$ cat config.mk
export PLATFORM = sky130hd
export DESIGN_NAME = entity_compositor_flat
export DESIGN_NICKNAME = d
export VERILOG_FILES = /design/src/rtl/entity_compositor_pkg.sv /design/src/rtl/entity_compositor_if.sv /design/src/rtl/entity_compositor_sprite_rom.sv /design/src/rtl/entity_compositor.sv /design/src/flat_wrapper.sv
export SDC_FILE = /design/constraint.sdc
export NUM_CORES = 1
export LEC_CHECK = 0
export ABC_AREA = 1
export ABC_CLOCK_PERIOD_IN_PS = 3700
export CORE_ASPECT_RATIO = 2
export CORE_MARGIN = 4
export CORE_UTILIZATION = 45
export CTS_BUF_LIST = sky130_fd_sc_hd__clkbuf_16
export DETAILED_ROUTE_END_ITERATION = 8
export GPL_TIMING_DRIVEN = 0
export PLACE_DENSITY_LB_ADDON = 0.2
export RECOVER_POWER = 25
export SLEW_MARGIN = 20
export SYNTH_ARGS = -nofsm -noshare
export SYNTH_HDL_FRONTEND = slang
export SYNTH_SLANG_ARGS = --single-unit
$ cat constraint.sdc
create_clock -name clk -period 3.7 [get_ports clk]
set_input_delay 0.74 -clock clk [delete_from_list [all_inputs] [get_ports clk]]
set_output_delay 0.74 -clock clk [all_outputs]
set_load 0.03 [all_outputs]
$ cat src/rtl/entity_compositor_pkg.sv
// Shared entity field layout, sprite geometry and orientation encodings.
// Imported by the compositor, its interface and the sprite ROM.
package entity_compositor_pkg;

  localparam int ENT_W   = 14;
  localparam int ID_W    = 4;
  localparam int ID_LSB  = 10;
  localparam int ORI_W   = 2;
  localparam int ORI_LSB = 8;
  localparam int ROW_W   = 4;
  localparam int ROW_LSB = 4;
  localparam int COL_W   = 4;
  localparam int COL_LSB = 0;

  localparam logic [ID_W-1:0]  ID_UNUSED = 4'hF;
  localparam logic [ENT_W-1:0] ENT_RESET = {ID_UNUSED, 10'd0};

  localparam int SPRITE_SIZE = 8;
  localparam int SPRITE_BITS = 3;

  localparam logic [ORI_W-1:0] ORI_NONE      = 2'b00;
  localparam logic [ORI_W-1:0] ORI_MIRROR_X  = 2'b01;
  localparam logic [ORI_W-1:0] ORI_MIRROR_Y  = 2'b10;
  localparam logic [ORI_W-1:0] ORI_MIRROR_XY = 2'b11;

endpackage

$ cat src/rtl/entity_compositor_if.sv
// Entity write channel plus pixel request/response bundle of the compositor.
// master = frame/scan controller, slave = compositor.
interface entity_compositor_if;
  import entity_compositor_pkg::*;

  logic              wr_valid;
  logic              wr_ready;
  logic [3:0]        wr_index;
  logic [ENT_W-1:0]  wr_entity;
  logic              frame_start;
  logic [9:0]        counter_h;
  logic [9:0]        counter_v;
  logic              pixel_valid_in;
  logic              colour;
  logic              colour_valid;
  logic [ID_W-1:0]   hit_id;

  modport master (
    output wr_valid, wr_index, wr_entity, frame_start,
           counter_h, counter_v, pixel_valid_in,
    input  wr_ready, colour, colour_valid, hit_id
  );

  modport slave (
    input  wr_valid, wr_index, wr_entity, frame_start,
           counter_h, counter_v, pixel_valid_in,
    output wr_ready, colour, colour_valid, hit_id
  );
endinterface

$ cat src/rtl/entity_compositor_sprite_rom.sv
// Sixteen 8x8 one-bit sprites indexed by id; bit {y,x} of each 64-bit word.
// Combinational read; id F is blank.
module entity_sprite_rom
  import entity_compositor_pkg::*;
(
  input  logic [ID_W-1:0]        id,
  input  logic [SPRITE_BITS-1:0] x,
  input  logic [SPRITE_BITS-1:0] y,
  output logic                   pixel
);

  logic [SPRITE_SIZE*SPRITE_SIZE-1:0] sprite;

  // Byte n of each word is sprite row n, bit x within the byte is column x.
  always_comb begin
    case (id)
      4'd0:    sprite = 64'hFF81_8181_8181_81FF;
      4'd1:    sprite = 64'h0101_0101_0101_0101;
      4'd2:    sprite = 64'h8040_2010_0804_0201;
      4'd3:    sprite = 64'h0F0F_0F0F_0F0F_0F0F;
      4'd4:    sprite = 64'hAA55_AA55_AA55_AA55;
      4'd5:    sprite = 64'h00FF_00FF_00FF_00FF;
      4'd6:    sprite = 64'h183C_7EFF_FF7E_3C18;
      4'd7:    sprite = 64'hF0F0_F0F0_F0F0_F0F0;
      4'd8:    sprite = 64'h0102_0408_1020_4080;
      4'd9:    sprite = 64'h3C42_8181_8181_423C;
      4'd10:   sprite = 64'hFFFF_FFFF_0000_0000;
      4'd11:   sprite = 64'h0000_0000_FFFF_FFFF;
      4'd12:   sprite = 64'h5555_5555_5555_5555;
      4'd13:   sprite = 64'hCCCC_3333_CCCC_3333;
      4'd14:   sprite = 64'h1122_4488_1122_4488;
      default: sprite = '0;
    endcase
  end

  assign pixel = sprite[{y, x}];

endmodule

$ cat src/rtl/entity_compositor.sv
// Tile-based entity compositor with shadow/active entity banks; ENTITY_FLIP_EN enables mirroring.
// Latency 2 cycles, one pixel per cycle.
// Writes stall (wr_ready=0) during reset and on frame_start cycles; pixel path never stalls.
module entity_compositor
  import entity_compositor_pkg::*;
#(
  parameter int NUM_ENTITIES = 9,
  parameter int SCALE_SHIFT  = 2
) (
  input  logic               clk,
  input  logic               reset,
  entity_compositor_if.slave bus
);

  localparam int TILE_SHIFT = SPRITE_BITS + SCALE_SHIFT;

  logic [ENT_W-1:0] shadow_bank [NUM_ENTITIES];
  logic [ENT_W-1:0] active_bank [NUM_ENTITIES];

  logic wr_fire;

  assign bus.wr_ready = !reset && !bus.frame_start;
  assign wr_fire      = bus.wr_valid && bus.wr_ready;

  // Out-of-range indices are accepted but match no channel, so they vanish.
  always_ff @(posedge clk) begin
    if (reset) begin
      for (int i = 0; i < NUM_ENTITIES; i++) begin
        shadow_bank[i] <= ENT_RESET;
        active_bank[i] <= ENT_RESET;
      end
    end else begin
      for (int i = 0; i < NUM_ENTITIES; i++) begin
        if (wr_fire && bus.wr_index == 4'(i))
          shadow_bank[i] <= bus.wr_entity;
        if (bus.frame_start)
          active_bank[i] <= shadow_bank[i];
      end
    end
  end

  logic [9:0]             tile_h_full;
  logic [9:0]             tile_v_full;
  logic                   in_range;
  logic [COL_W-1:0]       tile_col;
  logic [ROW_W-1:0]       tile_row;
  logic [SPRITE_BITS-1:0] px_x;
  logic [SPRITE_BITS-1:0] px_y;

  assign tile_h_full = bus.counter_h >> TILE_SHIFT;
  assign tile_v_full = bus.counter_v >> TILE_SHIFT;
  assign in_range    = (tile_h_full < 10'd16) && (tile_v_full < 10'd16);
  assign tile_col    = tile_h_full[COL_W-1:0];
  assign tile_row    = tile_v_full[ROW_W-1:0];
  assign px_x        = bus.counter_h[SCALE_SHIFT +: SPRITE_BITS];
  assign px_y        = bus.counter_v[SCALE_SHIFT +: SPRITE_BITS];

  logic            win_hit;
  logic [ID_W-1:0] win_id;
`ifdef ENTITY_FLIP_EN
  logic [ORI_W-1:0] win_ori;
`endif

  // Scan from the top channel down so the lowest matching index is written last and wins.
  always_comb begin
    win_hit = 1'b0;
    win_id  = ID_UNUSED;
`ifdef ENTITY_FLIP_EN
    win_ori = ORI_NONE;
`endif
    for (int i = NUM_ENTITIES - 1; i >= 0; i--) begin
      if (in_range &&
          active_bank[i][ID_LSB +: ID_W] != ID_UNUSED &&
          active_bank[i][ROW_LSB +: ROW_W] == tile_row &&
          active_bank[i][COL_LSB +: COL_W] == tile_col) begin
        win_hit = 1'b1;
        win_id  = active_bank[i][ID_LSB +: ID_W];
`ifdef ENTITY_FLIP_EN
        win_ori = active_bank[i][ORI_LSB +: ORI_W];
`endif
      end
    end
  end

  logic [SPRITE_BITS-1:0] spr_x;
  logic [SPRITE_BITS-1:0] spr_y;

`ifdef ENTITY_FLIP_EN
  assign spr_x = ((win_ori & ORI_MIRROR_X) != '0) ? ~px_x : px_x;
  assign spr_y = ((win_ori & ORI_MIRROR_Y) != '0) ? ~px_y : px_y;
`else
  assign spr_x = px_x;
  assign spr_y = px_y;
`endif

  logic                   s1_vld;
  logic                   s1_hit;
  logic [ID_W-1:0]        s1_id;
  logic [SPRITE_BITS-1:0] s1_x;
  logic [SPRITE_BITS-1:0] s1_y;

  always_ff @(posedge clk) begin
    if (reset) begin
      s1_vld <= 1'b0;
      s1_hit <= 1'b0;
      s1_id  <= ID_UNUSED;
      s1_x   <= '0;
      s1_y   <= '0;
    end else begin
      s1_vld <= bus.pixel_valid_in;
      s1_hit <= win_hit;
      s1_id  <= win_id;
      s1_x   <= spr_x;
      s1_y   <= spr_y;
    end
  end

  logic rom_pixel;

  entity_sprite_rom u_rom (
    .id    (s1_id),
    .x     (s1_x),
    .y     (s1_y),
    .pixel (rom_pixel)
  );

  always_ff @(posedge clk) begin
    if (reset) begin
      bus.colour       <= 1'b0;
      bus.colour_valid <= 1'b0;
      bus.hit_id       <= ID_UNUSED;
    end else begin
      bus.colour       <= s1_hit & rom_pixel;
      bus.colour_valid <= s1_vld;
      bus.hit_id       <= s1_id;
    end
  end

endmodule

$ cat src/flat_wrapper.sv
// flat-port wrapper written by rule: the top's interface ports become plain ports
module entity_compositor_flat import entity_compositor_pkg::*;
#(
  parameter int NUM_ENTITIES = 9,
  parameter int SCALE_SHIFT  = 2
)
  (clk, reset, bus_wr_valid, bus_wr_index, bus_wr_entity, bus_frame_start, bus_counter_h, bus_counter_v, bus_pixel_valid_in, bus_wr_ready, bus_colour, bus_colour_valid, bus_hit_id);
  entity_compositor_if bus_i ();
  input  logic clk;
  input  logic reset;
  input wire logic [$bits(bus_i.wr_valid)-1:0] bus_wr_valid;
  input wire logic [$bits(bus_i.wr_index)-1:0] bus_wr_index;
  input wire logic [$bits(bus_i.wr_entity)-1:0] bus_wr_entity;
  input wire logic [$bits(bus_i.frame_start)-1:0] bus_frame_start;
  input wire logic [$bits(bus_i.counter_h)-1:0] bus_counter_h;
  input wire logic [$bits(bus_i.counter_v)-1:0] bus_counter_v;
  input wire logic [$bits(bus_i.pixel_valid_in)-1:0] bus_pixel_valid_in;
  output wire logic [$bits(bus_i.wr_ready)-1:0] bus_wr_ready;
  output wire logic [$bits(bus_i.colour)-1:0] bus_colour;
  output wire logic [$bits(bus_i.colour_valid)-1:0] bus_colour_valid;
  output wire logic [$bits(bus_i.hit_id)-1:0] bus_hit_id;
  assign bus_i.wr_valid = bus_wr_valid;
  assign bus_i.wr_index = bus_wr_index;
  assign bus_i.wr_entity = bus_wr_entity;
  assign bus_i.frame_start = bus_frame_start;
  assign bus_i.counter_h = bus_counter_h;
  assign bus_i.counter_v = bus_counter_v;
  assign bus_i.pixel_valid_in = bus_pixel_valid_in;
  assign bus_wr_ready = bus_i.wr_ready;
  assign bus_colour = bus_i.colour;
  assign bus_colour_valid = bus_i.colour_valid;
  assign bus_hit_id = bus_i.hit_id;
  entity_compositor #(.NUM_ENTITIES(NUM_ENTITIES), .SCALE_SHIFT(SCALE_SHIFT)) u_core (.clk(clk), .reset(reset), .bus(bus_i));
endmodule
==> impl_metrics.csv <==
group,metric,value,unit
layout,final_cells,1642,
layout,nets,1325,
yosys,synth_fp_nets,1249,
die,die_width,125,µm
yosys,synth_cell_type_count,49,
setup_path,critPathArrivalTime,4.02,ns
timing,finalWorstSetupSlack,0.0543,ns
layout,num-fill-cells,2455,
drt,wl_per_cell,19.3,µm
flow_run,cap_viol_max_count,1,
grt,grt_pass1_vias,8341,
setup_path,critPathMaxFanout,9,
drt,dr.pass1.iters,5,
grt,grt_overflow,0,
setup_path,r2r_setup_slack,0.46,ns
layout,drive_above_1_share,0.134,
grt,antenna_found_initial,0,
clocking,cts-htree-levels,1,
placement,place_hpwl,24400,µm
clocking,cts_hold_buf,0,
min_path,hold_end,"u_core.bus.colour_valid",
placement,numPortBuffers,35,
yosys,syn_inst,1198,
setup_path,cp_data_required_time,4.07,ns
timing,setup_tns,0,ns
yosys,ys_warn_count,0,
layout,area.growth.synth_to_final,14.4,%
run_status,violations,"max-capacitance violations, max-slew violations",
timing,finClkSkew,0.0121,ns
timing,maxSlewHeadroom,-0.340,
yosys,synth_flop_cell,"edfxtp_1",
layout,finish.utilization,0.525,
die,dieHeight,243,µm
grt,grt_first_pass_wirelength,47100,µm
min_path,hold_class,"flop to flop",
die,start_util,0.459,
power_and_ir_drop,p_per_area,469,nW/µm²
timing,tightest_slew,2.01,ns
placement,place_inst,1587,
drt,ant_nets,0,
die,die_area,30400,µm²
yosys,yosysSeqAreaShare,0.646,
grt,grt.total_usage,0.208,
power_and_ir_drop,p_total,6.65,mW
placement,dp_slack,-0.995,ns
yosys,syn_area_per_cell,10.4,µm²
die,rows,85,
layout,insertedDiodeCount,0,
setup_path,cp-end-kind,"flop",
yosys,synth_seq_cells,292,
setup_path,rr_endpoint,"u_core.u_rom.sprite[9]",
placement,place.gp.congestion,1.01,
drt,num_vias,8275,
run_status,outcome,"finished with violations",
timing,fmax,274,MHz
placement,place_area,13300,µm²
grt,grt_start_max_net_pins,57,
clocking,numCtsBuffers,26,
clocking,insertion_delay,0.54,ns
power_and_ir_drop,p_leak,6.08,nW
min_path,hold_start,"u_core.s1_vld",
setup_path,r2r-start,"u_core.active_bank[0][34]",
drt,drt_iter0_markers,546,
setup_path,crit_type,"input pin to flop",
drt,drt-total-wl,31700,µm
clocking,cts_tree,"built",
setup_path,ff2ff_path_depth,15,
clocking,cts_root_buffer,"clkbuf_16",
layout,finish.instance_area,14200,µm²
timing,finalSetupViolCount,0,
timing,rsz0062_at_grt,"true",
die,ios,50,
timing,fin_worst_hold_slack,0.407,ns
drt,drc,0,
yosys,ys_async_sr_fraction,0,
clocking,cts_buffer_depth,3,
die,core_area,27000,µm²
timing,finalHoldViolCount,0,
yosys,synth_edf_count,216,
power_and_ir_drop,ir_drop,0.429,mV
setup_path,start_kind,"input pin",
yosys,syn-cell-area,12400,µm²
timing,finalCritPeriodShare,0.985,
clocking,cts_sinks,292,
timing,slew_violations,54,
min_path,hold-path-cell-count,2,
drt,via_per_inst,5.04,
timing,finalCriticalPeriod,3.65,ns
clocking,path_clk_slew,0.06,ns
==> layout by cell type (no fill, tap or decap), drive strengths merged, types with 2 or more instances in the layout <==
master         count
xnor2             12
nand4             10
nand2            266
nor2             144
nor4               4
dfxtp             76
o31ai              4
buf               34
nand3b             6
clkbuf            49
nor3              10
a41oi              2
or2               49
a32oi              5
clkinv             4
edfxtp           216
nand3             87
a21oi             29
o22ai             11
clkdlybuf4s50     35
ha                 8
xor2              24
o21ai             32
inv              166
==> where the power goes <==
group | leakage, nW | switching, mW | internal (mW)
Clock | 0.430 | 1.15 | 1.32
Combinational | 2.88 | 0.290 | 0.153
Sequential | 2.77 | 0.0567 | 3.69
==> synth_stat cells (3+ instances only) <==
library cell	instances	area share
a21oi_1	26	0.010
dfxtp_1	76	0.12
o21ai_1	3	0.0012
edfxtp_1	216	0.52
nand2_2	7	0.0035
inv_4	4	0.0020
xnor2_1	12	0.0085
nand3_1	82	0.033
or2_2	48	0.024
buf_6	10	0.0091
a32oi_1	5	0.0035
nor4_1	4	0.0020
o21ai_0	27	0.011
nand2_1	258	0.078
xor2_1	24	0.017
o31ai_1	4	0.0024
buf_4	7	0.0042
clkbuf_1	22	0.0067
ha_1	8	0.0081
nand3b_1	6	0.0036
o22ai_1	11	0.0055
nor3_1	9	0.0036
inv_2	5	0.0015
inv_1	141	0.043
nor2_2	4	0.0020
nand4_1	10	0.0050
nand3_2	5	0.0040
nor2_1	138	0.042
==> flip-flops by register name (all words and copies together) (netlist names) <==
register,flops
u_core.bus.colour,1
u_core.shadow_bank,108
u_core.bus.hit_id,4
u_core.s1_vld,1
u_core.s1_y,3
u_core.s1_x,3
u_core.u_rom.sprite,58
u_core.bus.colour_valid,1
u_core.s1_hit,1
u_core.active_bank,108
u_core.s1_id,4
==> area by class of cell <==
type	count	area (µm²)	area share
Buffer	43	265	0.0187
Sequential cell	292	8010	0.565
Clock inverter	21	91.3	0.00644
Multi-Input combinational cell	713	3680	0.259
Timing Repair Buffer	48	457	0.0322
Clock buffer	27	676	0.0476
Tap cell	348	435	0.0307
Inverter	150	577	0.0407
==> logic make-up (layout without fill, tap and decap cells) <==
group,Yosys count,after routing,synth area share
DFF,292,292,0.646
adders and majority gates,8,8,0.00807
buffers and inverters,193,289,0.0676
xor gates and xnor gates,36,36,0.0254
AOI/OAI and AO/OA,92,92,0.0468
and+or+nand+nor,577,577,0.206
==> what timing repair did <==
item | in CTS | in global routing
setup endpoints to repair | 46 | 38
pin swaps | 2 | 0
resized for setup | 6 | 9
setup buffers | 5 | 2
gates cloned | 0 | 0
==> worst max-delay path, cell delays in order <==
cell,delay (ns)
clkdlybuf4s50_1,0.44
nor2_4,0.25
inv_1,0.21
a21oi_1,0.16
nand3_1,0.10
nand3b_1,0.34
o21ai_4,0.21
a21oi_1,0.11
nand2_1,0.08
nand2_1,0.11
nand2_4,0.16
clkinvlp_4,0.19
ha_1,0.26
nand2_1,0.25
nand2_1,0.10
nand2_1,0.11
nand2_1,0.18
==> routing by layer <==
metal,vias to the layer above,share of wire,track usage
met3,122,0.034,0.0227
met4,0,0.091,0.163
li1,4082,-,-
met1,3828,0.30,0.176
met5,-,0,0
met2,243,0.57,0.417
==> worst max-delay path by stage <==
stage	from	endpoint	slack, ns	cells past startpoint
after detailed placement	bus_counter_h[9]	u_core.u_rom.sprite[36]	-0.99	19
after CTS	bus_counter_v[9]	u_core.u_rom.sprite[9]	0.02	21
after global routing	bus_counter_v[9]	u_core.u_rom.sprite[9]	-0.07	18
after global placement	reset	u_core.shadow_bank[5][4]	-1.21	4
final	bus_counter_v[9]	u_core.u_rom.sprite[9]	0.05	17
after floorplan	reset	u_core.active_bank[0][0]	0.22	2
No activity file was read; power rests on OpenSTA's default activity.
